<file path="src/rtl/decode_issue_if.sv">
// Decode-stage handshake bundle: fetch bundle in, decoded bundle out,
// plus the downstream full indications that form the single flow-control point.
interface decode_issue_if #(
  parameter int FETCH_WIDTH = 4,
  parameter int INFO_W      = 64
);
  logic                          fetch_valid;
  logic                          fetch_ready;
  logic [FETCH_WIDTH-1:0]        fetch_en;
  logic [FETCH_WIDTH*32-1:0]     fetch_inst;
  logic [FETCH_WIDTH*INFO_W-1:0] fetch_info;
  logic                          dec_valid;
  logic [FETCH_WIDTH-1:0]        dec_en;
  logic [FETCH_WIDTH*32-1:0]     dec_inst;
  logic [FETCH_WIDTH*INFO_W-1:0] dec_info;
  logic                          rename_full;
  logic                          dis_full;

  // Frontend/backend side: offers bundles, consumes decode output.
  modport master (
    output fetch_valid, fetch_en, fetch_inst, fetch_info, rename_full, dis_full,
    input  fetch_ready, dec_valid, dec_en, dec_inst, dec_info
  );

  // Decode issue controller side.
  modport slave (
    input  fetch_valid, fetch_en, fetch_inst, fetch_info, rename_full, dis_full,
    output fetch_ready, dec_valid, dec_en, dec_inst, dec_info
  );
endinterface

</file>
<file path="src/rtl/decode_issue_ctrl.sv">
// Decode issue controller: DEPTH-entry bundle FIFO with bypass into the
// decode->rename output register, one FSM for stall / redirect flush / commit walk.
// Optional performance counters are enabled with the DEC_ISSUE_PERF_EN macro.
module decode_issue_ctrl #(
  parameter int FETCH_WIDTH = 4,
  parameter int INFO_W      = 64,
  parameter int DEPTH       = 4
) (
  input  logic                   clk,
  input  logic                   rst,
  decode_issue_if.slave          bus,
  input  logic                   redirect,
  input  logic                   walk,
  output logic [1:0]             state_o,
  output logic [$clog2(DEPTH):0] count_o
`ifdef DEC_ISSUE_PERF_EN
  ,
  output logic [127:0]           perf_o
`endif
);

  localparam int PTR_W = $clog2(DEPTH);
  localparam int CNT_W = PTR_W + 1;
  localparam int IW    = FETCH_WIDTH * 32;
  localparam int DW    = FETCH_WIDTH * INFO_W;

  typedef enum logic [1:0] {
    ST_RUN   = 2'd0,
    ST_STALL = 2'd1,
    ST_FLUSH = 2'd2,
    ST_WALK  = 2'd3
  } state_e;

  state_e                 state_q, state_d;
  logic [CNT_W-1:0]       count_q, count_d;
  logic [PTR_W-1:0]       wr_ptr_q, wr_ptr_d, rd_ptr_q, rd_ptr_d;
  logic                   rdy_en_q;
  logic                   dec_valid_q, dec_valid_d;
  logic [FETCH_WIDTH-1:0] dec_en_q, dec_en_d;
  logic [IW-1:0]          dec_inst_q, dec_inst_d;
  logic [DW-1:0]          dec_info_q, dec_info_d;

  logic [FETCH_WIDTH-1:0] mem_en_q   [DEPTH];
  logic [IW-1:0]          mem_inst_q [DEPTH];
  logic [DW-1:0]          mem_info_q [DEPTH];

  logic stall_s, ready_s, keep_s, clr_s, empty_s, load_s, enq_s, deq_s;

  // Flow control: readiness, acceptance and when the output register may advance.
  always_comb begin
    stall_s = bus.rename_full | bus.dis_full;
    ready_s = rdy_en_q & (count_q < CNT_W'(DEPTH))
            & ((state_q == ST_RUN) | (state_q == ST_STALL))
            & ~redirect & ~walk;
    // Empty bundles are accepted but never stored.
    keep_s  = bus.fetch_valid & ready_s & (|bus.fetch_en);
    clr_s   = redirect | walk;
    empty_s = (count_q == {CNT_W{1'b0}});
    load_s  = ~stall_s | ~dec_valid_q;
  end

  // Output register source select (FIFO head, bypass, or bubble) and FIFO push/pop.
  always_comb begin
    dec_valid_d = dec_valid_q;
    dec_en_d    = dec_en_q;
    dec_inst_d  = dec_inst_q;
    dec_info_d  = dec_info_q;
    enq_s       = 1'b0;
    deq_s       = 1'b0;
    if (clr_s) begin
      dec_valid_d = 1'b0;
      dec_en_d    = {FETCH_WIDTH{1'b0}};
    end else if (load_s) begin
      if (!empty_s) begin
        deq_s       = 1'b1;
        enq_s       = keep_s;
        dec_valid_d = 1'b1;
        dec_en_d    = mem_en_q[rd_ptr_q];
        dec_inst_d  = mem_inst_q[rd_ptr_q];
        dec_info_d  = mem_info_q[rd_ptr_q];
      end else if (keep_s) begin
        dec_valid_d = 1'b1;
        dec_en_d    = bus.fetch_en;
        dec_inst_d  = bus.fetch_inst;
        dec_info_d  = bus.fetch_info;
      end else begin
        dec_valid_d = 1'b0;
        dec_en_d    = {FETCH_WIDTH{1'b0}};
      end
    end else begin
      enq_s = keep_s;
    end
  end

  // FIFO pointer and occupancy update; kill empties the FIFO outright.
  always_comb begin
    if (clr_s) begin
      wr_ptr_d = {PTR_W{1'b0}};
      rd_ptr_d = {PTR_W{1'b0}};
      count_d  = {CNT_W{1'b0}};
    end else begin
      wr_ptr_d = wr_ptr_q + PTR_W'(enq_s);
      rd_ptr_d = rd_ptr_q + PTR_W'(deq_s);
      count_d  = count_q + CNT_W'(enq_s) - CNT_W'(deq_s);
    end
  end

  // Next-state logic, priority redirect > walk > stall.
  always_comb begin
    state_d = state_q;
    case (state_q)
      ST_RUN: begin
        if (redirect)                    state_d = ST_FLUSH;
        else if (walk)                   state_d = ST_WALK;
        else if (stall_s && dec_valid_q) state_d = ST_STALL;
        else                             state_d = ST_RUN;
      end
      ST_STALL: begin
        if (redirect)     state_d = ST_FLUSH;
        else if (walk)    state_d = ST_WALK;
        else if (!stall_s) state_d = ST_RUN;
        else              state_d = ST_STALL;
      end
      ST_FLUSH, ST_WALK: begin
        if (redirect)  state_d = ST_FLUSH;
        else if (walk) state_d = ST_WALK;
        else           state_d = ST_RUN;
      end
      default: state_d = ST_RUN;
    endcase
  end

  // Control and output registers; async reset drops every buffered bundle.
  always_ff @(posedge clk or negedge rst) begin
    if (!rst) begin
      state_q     <= ST_RUN;
      count_q     <= {CNT_W{1'b0}};
      wr_ptr_q    <= {PTR_W{1'b0}};
      rd_ptr_q    <= {PTR_W{1'b0}};
      rdy_en_q    <= 1'b0;
      dec_valid_q <= 1'b0;
      dec_en_q    <= {FETCH_WIDTH{1'b0}};
      dec_inst_q  <= {IW{1'b0}};
      dec_info_q  <= {DW{1'b0}};
    end else begin
      state_q     <= state_d;
      count_q     <= count_d;
      wr_ptr_q    <= wr_ptr_d;
      rd_ptr_q    <= rd_ptr_d;
      rdy_en_q    <= 1'b1;
      dec_valid_q <= dec_valid_d;
      dec_en_q    <= dec_en_d;
      dec_inst_q  <= dec_inst_d;
      dec_info_q  <= dec_info_d;
    end
  end

  // FIFO storage; validity is tracked by the pointers, so no reset is needed here.
  always_ff @(posedge clk) begin
    if (enq_s) begin
      mem_en_q[wr_ptr_q]   <= bus.fetch_en;
      mem_inst_q[wr_ptr_q] <= bus.fetch_inst;
      mem_info_q[wr_ptr_q] <= bus.fetch_info;
    end
  end

  assign bus.fetch_ready = ready_s;
  assign bus.dec_valid   = dec_valid_q;
  assign bus.dec_en      = dec_en_q;
  assign bus.dec_inst    = dec_inst_q;
  assign bus.dec_info    = dec_info_q;
  assign state_o         = state_q;
  assign count_o         = count_q;

`ifdef DEC_ISSUE_PERF_EN
  logic [31:0] stall_cycles_q, walk_cycles_q, flush_cnt_q, fifo_full_cycles_q;

  function automatic logic [31:0] sat_inc(input logic [31:0] v, input logic en);
    return (en && (v != 32'hFFFF_FFFF)) ? (v + 32'd1) : v;
  endfunction

  // Saturating performance counters, cleared only by reset.
  always_ff @(posedge clk or negedge rst) begin
    if (!rst) begin
      stall_cycles_q     <= 32'd0;
      walk_cycles_q      <= 32'd0;
      flush_cnt_q        <= 32'd0;
      fifo_full_cycles_q <= 32'd0;
    end else begin
      stall_cycles_q     <= sat_inc(stall_cycles_q, state_q == ST_STALL);
      walk_cycles_q      <= sat_inc(walk_cycles_q, state_q == ST_WALK);
      flush_cnt_q        <= sat_inc(flush_cnt_q, redirect);
      fifo_full_cycles_q <= sat_inc(fifo_full_cycles_q, count_q == CNT_W'(DEPTH));
    end
  end

  assign perf_o = {fifo_full_cycles_q, flush_cnt_q, walk_cycles_q, stall_cycles_q};
`endif

endmodule
</file>
<file path="src/flat_wrapper.sv">
// flat-port wrapper written by rule: the top's interface ports become plain ports
module decode_issue_ctrl_flat 
#(
  parameter int FETCH_WIDTH = 4,
  parameter int INFO_W      = 64,
  parameter int DEPTH       = 4
)
  (clk, rst, redirect, walk, state_o, count_o, bus_fetch_valid, bus_fetch_en, bus_fetch_inst, bus_fetch_info, bus_rename_full, bus_dis_full, bus_fetch_ready, bus_dec_valid, bus_dec_en, bus_dec_inst, bus_dec_info);
  decode_issue_if #(.FETCH_WIDTH(FETCH_WIDTH), .INFO_W(INFO_W)) bus_i ();
  input  logic clk;
  input  logic rst;
  input  logic redirect;
  input  logic walk;
  output logic [1:0] state_o;
  output logic [$clog2(DEPTH):0] count_o;
  input wire logic [$bits(bus_i.fetch_valid)-1:0] bus_fetch_valid;
  input wire logic [$bits(bus_i.fetch_en)-1:0] bus_fetch_en;
  input wire logic [$bits(bus_i.fetch_inst)-1:0] bus_fetch_inst;
  input wire logic [$bits(bus_i.fetch_info)-1:0] bus_fetch_info;
  input wire logic [$bits(bus_i.rename_full)-1:0] bus_rename_full;
  input wire logic [$bits(bus_i.dis_full)-1:0] bus_dis_full;
  output wire logic [$bits(bus_i.fetch_ready)-1:0] bus_fetch_ready;
  output wire logic [$bits(bus_i.dec_valid)-1:0] bus_dec_valid;
  output wire logic [$bits(bus_i.dec_en)-1:0] bus_dec_en;
  output wire logic [$bits(bus_i.dec_inst)-1:0] bus_dec_inst;
  output wire logic [$bits(bus_i.dec_info)-1:0] bus_dec_info;
  assign bus_i.fetch_valid = bus_fetch_valid;
  assign bus_i.fetch_en = bus_fetch_en;
  assign bus_i.fetch_inst = bus_fetch_inst;
  assign bus_i.fetch_info = bus_fetch_info;
  assign bus_i.rename_full = bus_rename_full;
  assign bus_i.dis_full = bus_dis_full;
  assign bus_fetch_ready = bus_i.fetch_ready;
  assign bus_dec_valid = bus_i.dec_valid;
  assign bus_dec_en = bus_i.dec_en;
  assign bus_dec_inst = bus_i.dec_inst;
  assign bus_dec_info = bus_i.dec_info;
  decode_issue_ctrl #(.FETCH_WIDTH(FETCH_WIDTH), .INFO_W(INFO_W), .DEPTH(DEPTH)) u_core (.clk(clk), .rst(rst), .bus(bus_i), .redirect(redirect), .walk(walk), .state_o(state_o), .count_o(count_o));
endmodule
</file>
<file path="config.mk">
export PLATFORM = sky130hd
export DESIGN_NAME = decode_issue_ctrl_flat
export DESIGN_NICKNAME = d
export VERILOG_FILES = /design/src/rtl/decode_issue_if.sv /design/src/rtl/decode_issue_ctrl.sv /design/src/flat_wrapper.sv
export SDC_FILE = /design/constraint.sdc
export NUM_CORES = 2
export LEC_CHECK = 0
export BUFFER_PORTS_ARGS = -buffer_cell sky130_fd_sc_hd__buf_4
export CORE_ASPECT_RATIO = 0.5
export CORE_MARGIN = 5
export CORE_UTILIZATION = 60
export DETAILED_ROUTE_END_ITERATION = 7
export PLACE_DENSITY = 0.79
export SLEW_MARGIN = 20
export SYNTH_ARGS = -nofsm -noshare
export SYNTH_HDL_FRONTEND = slang
export SYNTH_SLANG_ARGS = --single-unit
</file>
<file path="constraint.sdc">
create_clock -name clk -period 56.3 [get_ports clk]
set_input_delay 2.815 -clock clk [delete_from_list [all_inputs] [get_ports clk]]
set_output_delay 2.815 -clock clk [all_outputs]
set_load 0.01 [all_outputs]
</file>
### After elaboration in Yosys (flattened, before gate mapping)

Memory sizes are Yosys's and may differ from the RTL's.
Index checks and enable logic that the tools add are counted.

| word-level totals | value |
|---|---|
| memories | 3 |
| output and inout port bits | 395 |
| input bits | 395 |
| memory bits (writable) | 1,552 |
| flip-flop bits (word level) | 399 |

Memories:

| name | words | bits a word | rd ports | clocked after memory_dff | write ports | RTL line | source |
|---|---|---|---|---|---|---|---|
| u_core.mem_info_q | 4 | 256 | 1 | 0 | 1 | decode_issue_ctrl.sv:45 | `logic [DW-1:0] mem_info_q [DEPTH];` |
| u_core.mem_inst_q | 4 | 128 | 1 | 0 | 1 | decode_issue_ctrl.sv:44 | `logic [IW-1:0] mem_inst_q [DEPTH];` |
| u_core.mem_en_q | 4 | 4 | 1 | 0 | 1 | decode_issue_ctrl.sv:43 | `logic [FETCH_WIDTH-1:0] mem_en_q [DEPTH];` |

| cells by class | value |
|---|---|
| $lt $le $gt $ge | 1 |
| bitwise logic cells | 15 |
| $add $sub $neg | 4 |
| muxes and demuxes | 32 |
| equal/unequal tests | 4 |
| reduce and logical (&&, ||, !) cells | 7 |

Operator list:

| cell | number |
|---|---|
| 256-bit 2-to-1 mux | 2 |
| 128-bit 2-to-1 mux | 2 |
| 2-bit 2-to-1 mux | 8 |
| 4-bit 2-to-1 mux | 4 |
| 1-bit 2-to-1 mux | 14 |
| 1-bit bitwise AND | 6 |
| 2-bit case mux with 3 select lines | 1 |
| 1-bit NOT | 5 |
| 2-bit by 1-bit adder with 2-bit output | 2 |
| 2-bit == test (second input constant) | 2 |
| 1-bit OR | 4 |
| 4-bit OR reduction | 1 |
| 3-bit by 1-bit adder with 3-bit output | 1 |
| 3-bit logical NOT | 1 |
| 3-bit < comparator (second input constant) | 1 |
| 3-bit 2-to-1 mux | 1 |
| 3-bit AND reduction | 1 |
| 3-bit by 1-bit subtractor with 3-bit output | 1 |
| 2-bit by 1-bit == test with 1-bit output (second input constant) | 1 |
| 2-bit logical NOT | 1 |
| 2-bit by 1-bit inequality test with 1-bit output (second input constant) | 1 |
| 2-bit nonzero test | 1 |
| 2-bit OR reduction | 1 |
| 1-bit logical AND | 1 |

### Logic depth before layout (Yosys ltp)

| logic depth | value |
|---|---|
| word-level depth | 13 |
| mapped depth | 12 |

### Least setup slack after synthesis

OpenSTA, ideal clock, no wires.

| timing | value |
|---|---|
| path kind | input -> register |
| from | in redirect |
| to | mem u_core.mem_en_q[1][0], enable pin |
| arrival | 31.550 ns |
| path slack | 23.056 ns |
| stages | 5 |
| buffers on the path | 0 |
| data required time | 54.607 ns |
| cells stage by stage | nor2_4 inv_2 nor4_4 nand2_1 nor3b_1 |

| between the ends | value |
|---|---|
| word-level cells in the longest chain between the ends | 10 |

Ends and longest elaborated chain:

| item | RTL line | source |
|---|---|---|
| start: declaration | flat_wrapper.sv:12 | `input logic redirect;` |
| 1-bit NOT | decode_issue_ctrl.sv:54 | `& ~redirect & ~walk;` |
| 1-bit bitwise AND (2 in a row) | decode_issue_ctrl.sv:54 |  |
| 1-bit bitwise AND (2 in a row) | decode_issue_ctrl.sv:56 | `keep_s = bus.fetch_valid & ready_s & (\|bus.fetch_en);` |
| 1-bit 2-to-1 mux | decode_issue_ctrl.sv:74 | `if (!empty_s) begin` |
| 1-bit 2-to-1 mux | decode_issue_ctrl.sv:73 | `end else if (load_s) begin` |
| 1-bit 2-to-1 mux (*) | decode_issue_ctrl.sv:70 | `if (clr_s) begin` |
| 1-bit 2-to-1 mux (*) | decode_issue_ctrl.sv:160 | `if (enq_s) begin` |
| 1-bit 2-to-1 mux (not written as such) (*) | decode_issue_ctrl.sv:161 | `mem_en_q[wr_ptr_q] <= bus.fetch_en;` |
| end: declaration | decode_issue_ctrl.sv:43 |  |

Every way passes the cells marked *; elsewhere a longest branch is shown, timed or not.

### Worst setup path after layout

| timing | value |
|---|---|
| from | in redirect |
| to | out bus_fetch_ready |

| between the ends | value |
|---|---|
| word-level cells in the longest chain between the ends | 3 |

Ends and longest elaborated chain:

| item | RTL line | source |
|---|---|---|
| 1-bit NOT | decode_issue_ctrl.sv:54 |  |
| 1-bit bitwise AND (2 in a row) | decode_issue_ctrl.sv:54 |  |
| end: declaration | flat_wrapper.sv:22 | `output wire logic [$bits(bus_i.fetch_ready)-1:0] bus_fetch_ready;` |

No other way between the ends.

==> summary.md <==
| Metric | Value |
|---|---|
| Ys async rst share | 0.2045 |
| First-pass GRT wire length | 262.0 mm |
| Peak VDD IR | 28.80 uV |
| Synthesized instance count | 4143 |
| Minimum hold slack | 491.3 ps |
| CP dominant cell by count | buf_4 |
| Total Wirelength | 175.9 mm |
| All-Layer GR Usage | 0.2606 |
| Die area | 133500 um^2 |
| Critical-path cell list | buf_4, nor2_4, inv_2, nor3_1, buf_4 |
| F_max | 153.7 MHz |
| Syn_area_per_cell | 18.23 um^2 |
| Critical Path RT | 53490 ps |
| Rel. slew slack | 0.2119 |
| Worst-path clk slew | 60 ps |
| CTS tree | yes |
| Core region area | 125500 um^2 |
| Final setup vio count | 0 |
| CTS max path bufs | 3 |
| CTS Sinks | 1951 |
| Vias in the first global route | 42050 |
| Slowest cell on the critical path | nor2_4 |
| Worst path max stage delay | 210 ps |
| Warnings from Yosys | 0 |
| CTS Buf Count | 164 |
| Pin count of the biggest net entering global routing | 189 |
| Layout area overhead | 17.28% |
| Layout Cells excl Fill | 6810 |
| Leakage | 0.03270 uW |
| Distinct cell type count after synthesis | 38 |
| Placed cells | 6453 |
| Routed vias | 39890 |
| Wirelength per Cell | 25.83 um |
| Unrepaired setup endpoints after global routing | no |
| Post-synth top flop | edfxtp_1 |
| H-tree depth | 4 |
| Commonest non-fill, non-tap cells in the layout | edfxtp_1, nand2_1, buf_4 |
| Status | completed |
| Input/output buffers | 789 |
| Final hold vios | 0 |
| PnR worst setup slack | 49790 ps |
| Fin crit period | 6508 ps |
| Post-route DRC | 0 |
| Post-synthesis sequential area ratio | 0.7491 |
| Overall die height | 260.9 um |
| Critical path class | in -> out |
| Global route total overflow | 0 |
| Syn nets | 4543 |
| Measured slew at the worst slew-check pin | 1182 ps |
| Placer Congestion | 0.7933 |
| Post-place setup slack | 49200 ps |
| # rows | 92 |
| Layout cell share with drive strength beyond 1 | 0.3006 |
| Count of state elements after synthesis | 1951 |
| Final antenna-violating net count | 0 |
| Post-route setup TNS | 0 ps |
| Number of max-cap violations | 0 |
| Clock root buffer | clkbuf_16 |
| Post-DR vias/cell | 5.857 |
| Startpoint Class | primary input |
| Nets | 5330 |
| Number of synthesized flops with an enable pin | 1552 |
| Initial DRC Count | 3178 |
| Initial antenna violation count | 48 |
| Post-cts sizing count | 0 |
| Commonest non-fill, non-tap cell in the layout | edfxtp_1 |
| Total iterations of the first detailed-routing run | 7 |
| Top-level port count | 790 |
| Synthesized cell area | 75540 um^2 |
| Max FO, Critical Path | 10 |
| Hpwl dp | 104.3 mm |
| Pwr dens | 34.71 nW/um^2 |
| Hold-fix buffers, CTS | 0 |
| Crit path capture type | output port |
| Fin Clk Skew | 16.38 ps |
| Die span in x | 511.8 um |
| Hold crit path type | reg -> reg |
| Final Max Tran Viols | 0 |
| Initial Util | 0.6021 |
| Setup bufs post-CTS | 0 |
| Period utilisation layout | 0.1156 |
| Worst-skew pair later-pin latency | 780 ps |
| Worst EP arrival | 3690 ps |
[path summary, 6_finish.rpt]
kind	from	to	slack (ps)	cells after the start
min in group asynchronous	rst	u_core.bus.dec_info[135]$_DFFE_PN0P_	2000	1
setup reg to reg	u_core.count_o[1]$_DFF_PN0_	u_core.bus.dec_inst[3]$_DFFE_PN0P_	51340	7
hold reg to reg	u_core.bus.dec_inst[91]$_DFFE_PN0P_	u_core.bus.dec_inst[91]$_DFFE_PN0P_	490	1
hold / removal	u_core.bus.dec_inst[91]$_DFFE_PN0P_	u_core.bus.dec_inst[91]$_DFFE_PN0P_	490	1
setup / recovery	redirect	bus_fetch_ready	49790	5
max in group asynchronous	rst	u_core.bus.dec_inst[12]$_DFFE_PN0P_	51850	3
[logic make-up (layout without fill, tap and decap cells)]
kind of cell / Yosys count / after routing / synth area share
AOI/OAI and AO/OA: 10 / 10 / 0.001176
and+or+nand+nor: 1181 / 1181 / 0.05964
muxes: 772 / 772 / 0.1729
xor gates and xnor gates: 4 / 4 / 0.0004639
adders and majority gates: 5 / 5 / 0.0009276
other: 1 / 46 / 0.00004964
DFF: 1951 / 1951 / 0.7491
buffers and inverters: 219 / 1149 / 0.01570
[where the power goes]
part	internal [uW]	leakage [uW]	total, uW	switching (uW)
combinational	132	0.0113	256	124
sequential	1620	0.0188	1670	45.7
clock	636	0.00265	1150	517
total	2390	0.0327	3070	686
[worst max-delay path: cells and delay by family]
family,cells,cell delay (ps)
buffers and inverters,3,450
AND/OR/NAND/NOR,2,420
[sequential cells by signal, summed over array words and instances (netlist names)]
name / count
u_core.count_o: 3
u_core.mem_inst_q: 512
u_core.mem_en_q: 16
u_core.state_o: 2
u_core.bus.dec_inst: 128
u_core.mem_info_q: 1024
u_core.rd_ptr_q: 2
u_core.rdy_en_q: 1
u_core.bus.dec_valid: 1
u_core.bus.dec_info: 256
u_core.bus.dec_en: 4
u_core.wr_ptr_q: 2
[metal layers]
metal  vias to the layer above  global-route usage  share of wire
met2                      1336              0.4473           0.54
li1                      17280                   -              -
met1                     20910              0.3270           0.37
met4                         6              0.1425          0.048
met3                       347             0.03720          0.047
met5                         -                   0        0.00023
[cells in the mapped netlist (all sizes together) (2+ instances only)]
cell type,number,area [um^2]
a221o,4,40.04
and2,3,18.77
buf,123,825.8
clkbuf,90,337.8
dfrtp,399,9985
edfxtp,1552,46600
ha,4,50.05
inv,6,22.52
mux2,384,4324
mux4,388,8738
nand2,1153,4328
nor2,10,45.04
nor2b,4,25.02
nor3,3,20.02
nor3b,2,15.01
o21ai,2,13.76
xnor2,3,26.28
[layout make-up]
cell class / instances / area [um^2]
fill: 7785 / 36880
timing repair buffer: 834 / 6495
clock inverter: 88 / 997.2
inverter: 6 / 22.52
tap: 1692 / 2117
clock buffer: 221 / 4448
sequential: 1951 / 56600
antenna: 45 / 112.6
multi-input combinational: 1973 / 17800
[per-stage QoR]
| stage | instance area [um^2] | power (uW) | utilization |
|---|---|---|---|
| global placement | 82950 | 1942 | 0.6611 |
| global route | 88590 | 3182 | 0.7061 |
| CTS | 88390 | 3100 | 0.7045 |
| detailed placement | 82950 | 1954 | 0.6611 |
| floorplan | 75540 | 1765 | - |
| finish | 88590 | 3075 | 0.7061 |
Power figures use the tool's default switching activity.
